## src/rtl/trivium_ks_sched.sv

```systemverilog
`default_nettype none
// ============================================================================
//  Module   : trivium_ks_sched
//  Purpose  : Sequencer/arbiter for one bit-serial Trivium keystream core.
//             Loads key/IV into the core, runs the fixed warm-up, then shares
//             the keystream between two byte requesters. Each grant delivers
//             8 consecutive core bits packed LSB-first. The two requesters
//             are served round-robin.
//  Options  : TRIV_PREFETCH_EN - adds a one-byte keystream buffer that is
//             filled while no port is requesting. A request that finds the
//             buffer full is granted on the next cycle. Without the macro
//             there is no buffer and no prefetch state.
//  Ports    : clk_i          system clock, all logic on posedge
//             rst_ni         asynchronous active-low reset
//             start_i        1-cycle pulse: sample key/iv and (re)start keying
//             key_i, iv_i    80-bit key / nonce, sampled on start_i
//             busy_o         high in LOAD/WARM/GEN/DLVR (and PREF)
//             ready_o        high from warm-up completion until next start
//             core_load_o    1-cycle load strobe to the core
//             core_key_o     registered key to the core
//             core_iv_o      registered iv to the core
//             core_step_o    advance the core one step this cycle
//             core_ks_i      core keystream bit for the current (pre-step) state
//             req_i[1:0]     byte requests, held until the matching grant
//             gnt_o[1:0]     one-hot 1-cycle grant, ks_byte_o valid with it
//             ks_byte_o      packed keystream byte, first bit in bit 0
//  Revision : 1.0  initial release
// ============================================================================
module trivium_ks_sched #(
  parameter int WARM_STEPS = 1152,
  parameter int CNT_W      = 11
) (
  input  logic        clk_i,
  input  logic        rst_ni,
  input  logic        start_i,
  input  logic [79:0] key_i,
  input  logic [79:0] iv_i,
  output logic        busy_o,
  output logic        ready_o,
  output logic        core_load_o,
  output logic [79:0] core_key_o,
  output logic [79:0] core_iv_o,
  output logic        core_step_o,
  input  logic        core_ks_i,
  input  logic [1:0]  req_i,
  output logic [1:0]  gnt_o,
  output logic [7:0]  ks_byte_o
);

  localparam logic [CNT_W-1:0] c_warm_last = CNT_W'(WARM_STEPS - 1);

`ifdef TRIV_PREFETCH_EN
  typedef enum logic [2:0] {
    S_IDLE  = 3'd0,
    S_LOAD  = 3'd1,
    S_WARM  = 3'd2,
    S_SERVE = 3'd3,
    S_GEN   = 3'd4,
    S_DLVR  = 3'd5,
    S_PREF  = 3'd6
  } state_e;
`else
  typedef enum logic [2:0] {
    S_IDLE  = 3'd0,
    S_LOAD  = 3'd1,
    S_WARM  = 3'd2,
    S_SERVE = 3'd3,
    S_GEN   = 3'd4,
    S_DLVR  = 3'd5
  } state_e;
`endif

  state_e             state_q, state_d;
  logic [CNT_W-1:0]   cnt_q, cnt_d;
  logic [2:0]         bit_q, bit_d;
  logic [6:0]         sreg_q, sreg_d;
  logic               sel_q, sel_d;
  logic               rr_q, rr_d;
  logic               busy_q, busy_d;
  logic               ready_q, ready_d;
  logic               load_q, load_d;
  logic               step_q, step_d;
  logic [79:0]        key_q, key_d;
  logic [79:0]        iv_q, iv_d;
  logic [1:0]         gnt_q, gnt_d;
  logic [7:0]         byte_q, byte_d;
`ifdef TRIV_PREFETCH_EN
  logic [7:0]         buf_q, buf_d;
  logic               buf_full_q, buf_full_d;
`endif

  // Port chosen in SERVE: round-robin pointer on contention, else the
  // single requester (req_i[1] distinguishes 2'b10 from 2'b01).
  logic               w_pick;
  logic               w_any_req;
  // Bits arrive LSB first: shifting in at the top leaves the first bit in
  // bit 0 after the eighth sample, which is taken straight into the byte.
  logic [6:0]         w_shift;
  logic [7:0]         w_byte;

  assign w_any_req = (req_i != 2'b00);
  assign w_pick    = (req_i == 2'b11) ? rr_q : req_i[1];
  assign w_shift   = {core_ks_i, sreg_q[6:1]};
  assign w_byte    = {core_ks_i, sreg_q};

  always_comb begin
    state_d = state_q;
    cnt_d   = cnt_q;
    bit_d   = bit_q;
    sreg_d  = sreg_q;
    sel_d   = sel_q;
    rr_d    = rr_q;
    busy_d  = busy_q;
    ready_d = ready_q;
    load_d  = 1'b0;
    step_d  = 1'b0;
    key_d   = key_q;
    iv_d    = iv_q;
    gnt_d   = 2'b00;
    byte_d  = byte_q;
`ifdef TRIV_PREFETCH_EN
    buf_d      = buf_q;
    buf_full_d = buf_full_q;
`endif

    if (start_i) begin
      // Restart from any state: any byte in flight or buffered is dropped.
      state_d = S_LOAD;
      load_d  = 1'b1;
      key_d   = key_i;
      iv_d    = iv_i;
      busy_d  = 1'b1;
      ready_d = 1'b0;
      cnt_d   = '0;
      bit_d   = 3'd0;
`ifdef TRIV_PREFETCH_EN
      buf_full_d = 1'b0;
`endif
    end else begin
      case (state_q)
        S_IDLE: begin
          state_d = S_IDLE;
        end

        S_LOAD: begin
          state_d = S_WARM;
          step_d  = 1'b1;
          cnt_d   = '0;
        end

        S_WARM: begin
          if (cnt_q == c_warm_last) begin
            state_d = S_SERVE;
            busy_d  = 1'b0;
            ready_d = 1'b1;
          end else begin
            cnt_d  = cnt_q + CNT_W'(1);
            step_d = 1'b1;
          end
        end

        S_SERVE: begin
`ifdef TRIV_PREFETCH_EN
          if (w_any_req && buf_full_q) begin
            state_d    = S_DLVR;
            sel_d      = w_pick;
            gnt_d      = w_pick ? 2'b10 : 2'b01;
            byte_d     = buf_q;
            buf_full_d = 1'b0;
            busy_d     = 1'b1;
          end else if (w_any_req) begin
            state_d = S_GEN;
            sel_d   = w_pick;
            step_d  = 1'b1;
            bit_d   = 3'd0;
            busy_d  = 1'b1;
          end else if (!buf_full_q) begin
            state_d = S_PREF;
            step_d  = 1'b1;
            bit_d   = 3'd0;
            busy_d  = 1'b1;
          end
`else
          if (w_any_req) begin
            state_d = S_GEN;
            sel_d   = w_pick;
            step_d  = 1'b1;
            bit_d   = 3'd0;
            busy_d  = 1'b1;
          end
`endif
        end

        S_GEN: begin
          sreg_d = w_shift;
          if (bit_q == 3'd7) begin
            state_d = S_DLVR;
            gnt_d   = sel_q ? 2'b10 : 2'b01;
            byte_d  = w_byte;
          end else begin
            bit_d  = bit_q + 3'd1;
            step_d = 1'b1;
          end
        end

        S_DLVR: begin
          state_d = S_SERVE;
          rr_d    = ~sel_q;
          busy_d  = 1'b0;
        end

`ifdef TRIV_PREFETCH_EN
        S_PREF: begin
          sreg_d = w_shift;
          if (bit_q == 3'd7) begin
            state_d    = S_SERVE;
            buf_d      = w_byte;
            buf_full_d = 1'b1;
            busy_d     = 1'b0;
          end else begin
            bit_d  = bit_q + 3'd1;
            step_d = 1'b1;
          end
        end
`endif

        default: begin
          state_d = S_IDLE;
          busy_d  = 1'b0;
          ready_d = 1'b0;
        end
      endcase
    end
  end

  always_ff @(posedge clk_i or negedge rst_ni) begin
    if (!rst_ni) begin
      state_q <= S_IDLE;
      cnt_q   <= '0;
      bit_q   <= 3'd0;
      sreg_q  <= 7'd0;
      sel_q   <= 1'b0;
      rr_q    <= 1'b0;
      busy_q  <= 1'b0;
      ready_q <= 1'b0;
      load_q  <= 1'b0;
      step_q  <= 1'b0;
      key_q   <= 80'd0;
      iv_q    <= 80'd0;
      gnt_q   <= 2'b00;
      byte_q  <= 8'd0;
`ifdef TRIV_PREFETCH_EN
      buf_q      <= 8'd0;
      buf_full_q <= 1'b0;
`endif
    end else begin
      state_q <= state_d;
      cnt_q   <= cnt_d;
      bit_q   <= bit_d;
      sreg_q  <= sreg_d;
      sel_q   <= sel_d;
      rr_q    <= rr_d;
      busy_q  <= busy_d;
      ready_q <= ready_d;
      load_q  <= load_d;
      step_q  <= step_d;
      key_q   <= key_d;
      iv_q    <= iv_d;
      gnt_q   <= gnt_d;
      byte_q  <= byte_d;
`ifdef TRIV_PREFETCH_EN
      buf_q      <= buf_d;
      buf_full_q <= buf_full_d;
`endif
    end
  end

  assign busy_o      = busy_q;
  assign ready_o     = ready_q;
  assign core_load_o = load_q;
  assign core_key_o  = key_q;
  assign core_iv_o   = iv_q;
  assign core_step_o = step_q;
  assign gnt_o       = gnt_q;
  assign ks_byte_o   = byte_q;

endmodule
`default_nettype wire

```

## config.mk

```make
export PLATFORM = sky130hd
export DESIGN_NAME = trivium_ks_sched
export DESIGN_NICKNAME = d
export VERILOG_FILES = /design/src/rtl/trivium_ks_sched.sv
export SDC_FILE = /design/constraint.sdc
export NUM_CORES = 1
export LEC_CHECK = 0
export CAP_MARGIN = 30
export CORE_MARGIN = 2
export CORE_UTILIZATION = 38
export DETAILED_ROUTE_END_ITERATION = 8
export PLACE_DENSITY = 0.76
export SETUP_SLACK_MARGIN = 0.5
export SLEW_MARGIN = 40
export SYNTH_ARGS = -nofsm -noshare
export SYNTH_HDL_FRONTEND = slang
export SYNTH_SLANG_ARGS = --single-unit
```

## constraint.sdc

```tcl
create_clock -name clk_i -period 1.51 [get_ports clk_i]
set_input_delay 0.2265 -clock clk_i [delete_from_list [all_inputs] [get_ports clk_i]]
set_output_delay 0.2265 -clock clk_i [all_outputs]
set_load 0.05 [all_outputs]
```

### Yosys cells after proc, flatten, opt, wreduce, memory -nomap -nowiden

Cells that the tools add are included.

* register bits after elaboration: 200
* output and inout bits: 174

* add/subtract/negate cells: 2
* equal/unequal tests: 15
* multiplexer cells: 30
* bitwise gates (word level): 2
* reduce and logical (&&, ||, !) cells: 15

Operator list (count)
* 11-bit 2-to-1 mux: 2
* 11-bit one-hot mux with 2 select lines: 1
* 3-bit 2-to-1 mux: 7
* 3-bit inequality test (second input constant): 5
* 3-bit one-hot mux with 5 select lines: 1
* 3-bit AND reduction: 5
* 11-bit by 1-bit adder with 11-bit output (second input constant): 1
* 11-bit equality test (second input constant): 1
* 1-bit 2-to-1 mux: 11
* 3-bit equality test (second input constant): 3
* 2-bit 2-to-1 mux: 4
* 2-bit AND reduction: 4
* 3-bit by 2-bit equality test with 1-bit output (second input constant): 2
* 3-bit one-hot mux with 2 select lines: 1
* 3-bit nonzero test: 2
* 5-bit OR reduction: 1
* 2-bit by 1-bit inequality test with 1-bit output (second input constant): 2
* 1-bit one-hot mux with 4 select lines: 1
* 3-bit by 1-bit adder with 3-bit output (second input constant): 1
* 3-bit by 1-bit equality test with 1-bit output (second input constant): 1
* 3-bit logical NOT: 1
* 1-bit one-hot mux with 3 select lines: 1
* 3-bit OR reduction: 1
* 2-bit equality test (second input constant): 1
* 3 further kinds: 4

### Depth between registers and ports, before layout

* word-level depth: 4
* depth in mapped cells: 6

### Worst setup path after synthesis

Ideal clock, no wire load.

* path kind: register to register
* start: register state_q[2]
* end: register byte_q[0] (netlist: ks_byte_o[0])
* setup time: 0.125 ns
* data arrival time: 1.430 ns
* setup slack: -0.045 ns
* stages on the path, launching flop included: 5
* clock period less this slack: 1.555 ns
* cell sequence: dfrtp_1 or3b_4 nor2_8 nand2_8 mux2_4

* word-level cells in the longest chain between the ends: 2

RTL lines
* from (decl): line 73 `state_e state_q, state_d;`
* from (signal assigned): line 257 `state_q <= state_d;`
* 3-bit equality test: line 140 `case (state_q)`
* 3-bit AND reduction (no source line)
* to (signal assigned): line 270 `byte_q <= byte_d;`
* to (decl): line 86 `logic [7:0] byte_q, byte_d;`

Every way passes these cells.
A chain may end at the register's enable or synchronous reset.

### Final worst setup path

* start: register state_q[1]
* end: register byte_q[0] (netlist: ks_byte_o[0])

The elaborated chain is that of the path after synthesis.

==> results.ini <==
[placed_design]
port-buffer-count = 339
hpwl_um = 14900
gp_congestion = 0.778
dp_slack_ps = -145

[final_layout]
antenna_cells = 0
area_growth_pct = 86.8
drive_above_1_share_pct = 59.2
fin_nets = 1185

[status]
status = complete, but fails checks
violations = negative setup slack

[die]
rows = 52
die_x_um = 147
num_io_pins = 340
die_h_um = 147
core_area_um2 = 20200
dieArea_um2 = 21700
initial_utilization_pct = 38.7

[critical_path]
worstSetupPathType = flip-flop to flip-flop
cp.required_ps = 1820
setup.worst_path.end_class = flip-flop
cp-start-kind = flip-flop
arrival_ps = 1910
cp_max_fo = 9
reg2reg_setup_slack_ps = -90

[drt]
drtIter0Drc = 216
drc_errors = 0
wl_per_cell_um = 19.0
ant_nets = 0
postRouteWirelength_um = 24600
viasPerCell = 4.78
drt_pass1_iterations = 4
vias = 6197

[logic_synthesis]
synth_seq_area_share_pct = 64.2
yosysMostFrequentCell = dfrtp_1
synth_edf_count = 0
yosysTopAreaCell = dfrtp_1
yosysWarnings = 0
synth_cell_types = 43
netlist_instances = 501
ys_async_sr_fraction_pct = 100
yosys_most_used_dff = dfrtp_1
synth_common_cells = dfrtp_1 (200), mux2_2 (168), buf_2 (22)
ys_top_cells_by_area = dfrtp_1 (64%), mux2_2 (24%), mux2_4 (1.5%)
synth_top_area_share_pct = 64.2
avgSynthCellArea_um2 = 15.6
netlist_area_um2 = 7800
synth_nets = 670
ys_ff_latch = 200

[timing]
drv_slew = 0
finalCritPeriodShare_pct = 106
finalSetupViolCount = 22
hold_violations = 0
final.min_clock_period_ps = 1600
relSlewSlack_pct = 67.8
finalSetupTns_ps = -1210
postLayoutSetupSlackWorst_ps = -87.7
clock.fmax_mhz = 626
holdWs_ps = 216
finClkSkew_ps = 11.2
rsz0062_at_grt = true
worst_pin_slew_ps = 482

[power]
p_int_uw = 10600
switchingPower_uw = 5140
power_density_nw_per_um2 = 1080
p_leak_uw = 0.00683
p_sw_share_pct = 32.7
combPwrFrac_pct = 32.4
power.share.sequential_pct = 39.9
pwr-share-clk_pct = 27.7
total_power_uw = 15700
ir_worst_vdd_mv = 0.702

[global_route]
grt_pass1_wl_um = 34600
antenna_found_initial = 0
grt_pass1_vias = 6416
grt_usage_pct = 20.2
grt_max_degree = 65
grt_overflow = 0

[run]
maxCapViolCount = 0

[clock_network]
clk_latency_ps = 430
cts_tree = yes
numClockSinks = 200
cts.clk_slew.worst_paths_ps = 70
root_buffer = clkbuf_16
cts_buffer_depth = 2
cts_buffers = 17
h-tree-depth = 4

[hold_path]
hold_class = input port to flip-flop

[registers in the layout, indices dropped and copies added (netlist names)]
name	flops
core_iv_o	80
core_key_o	80
cnt_q	11
ks_byte_o	8
sreg_q	7
bit_q	3
state_q	3
gnt_o	2
busy_o	1
core_load_o	1
core_step_o	1
ready_o	1
rr_q	1
sel_q	1
[cell usage in the layout (no fill, tap or decap), drive strengths merged, types with 2 or more instances in the layout]
master and n:
a21oi 9, a22o 2, a31oi 6, and3 3, buf 352, clkbuf 20
clkdlybuf4s50 163, clkinv 6, dfrtp 200, ha 3, inv 13, mux2 176
mux2i 2, nand2 10, nand3 7, nand4 2, nor2 15, nor3 6
nor3b 2, o211ai 2, o21a 3, o21ai 3, o221ai 3, or4b 2
[per-layer routing]
metal	global-route usage, %	vias up	wire length [um]	part of all wire, %
met5	0	-	0	0
met4	6.97	0	776	3.1
met3	5.03	50	1340	5.4
met2	34.4	224	12700	51
met1	25.2	3115	9840	40
li1	-	2808	-	-
[critical path, stage by stage, from the launching register on]
cell	delay, ps
dfrtp_1	400
or3b_4	470
nor2_8	190
nand2_8	110
mux2_4	310
[power groups by stage]
| stage | combinational [uW] | clock [uW] | sequential [uW] |
|---|---|---|---|
| after CTS | 4690 | 4450 | 6200 |
| after floorplan | 927 | 0 | 7760 |
| after global placement | 3980 | 0 | 6220 |
| after detailed placement | 4010 | 0 | 6240 |
| final | 5080 | 4350 | 6260 |
| after global routing | 5280 | 4690 | 6310 |
[per-stage QoR]
stage / cells / cell area, um^2 / util (%)
3_3_place_gp: 1119 / 11800 / 58.4
6_report: 1297 / 14600 / 72.2
5_1_grt: 1297 / 14600 / 72.2
3_5_place_dp: 1119 / 11800 / 58.4
2_1_floorplan: 501 / 8390 / -
4_1_cts: 1246 / 13900 / 68.8
[layout make-up]
cell class,instances,area (um^2)
flip-flops and latches,200,5010
well taps,270,338
inverters,8,30.0
multi-input cells,271,3280
clock inverters,12,114
fillers,1205,5600
repair buffers,518,5360
clock buffers,18,439
[path summary, 6_finish.rpt]
path | startpoint | endpoint | cells after the start
setup / recovery | state_q[1]$_DFFE_PN0P_ | ks_byte_o[0]$_DFFE_PN0P_ | 4
hold / removal | start_i | cnt_q[6]$_DFFE_PN0P_ | 3
setup reg to reg | state_q[1]$_DFFE_PN0P_ | ks_byte_o[0]$_DFFE_PN0P_ | 4
hold reg to reg | rr_q$_DFFE_PN0P_ | rr_q$_DFFE_PN0P_ | 2
max in group asynchronous | rst_ni | core_iv_o[30]$_DFFE_PN0P_ | 3
min in group asynchronous | rst_ni | core_key_o[79]$_DFFE_PN0P_ | 2
[logic make-up (layout without fill, tap and decap cells)]
| group | count (synthesis) | after routing | share of synthesized area (%) |
|---|---|---|---|
| mux | 178 | 178 | 26.1 |
| xor+xnor | 2 | 2 | 0.225 |
| compound gates | 33 | 33 | 2.98 |
| buf+inv | 31 | 556 | 1.85 |
| flops | 200 | 200 | 64.2 |
| simple gates | 54 | 55 | 4.24 |
| fa+ha+maj | 3 | 3 | 0.481 |
[what timing repair did]
action / in CTS / in global routing
setup endpoints to repair: 213 / 213
hold buffers: 1 / 0
gates resized for setup: 206 / 90
hold endpoints to repair: 76 / 0
cloned: 1 / 1
pin swaps: 15 / 15
buffers inserted: 95 / 50
(Power assumes the default switching activity.)
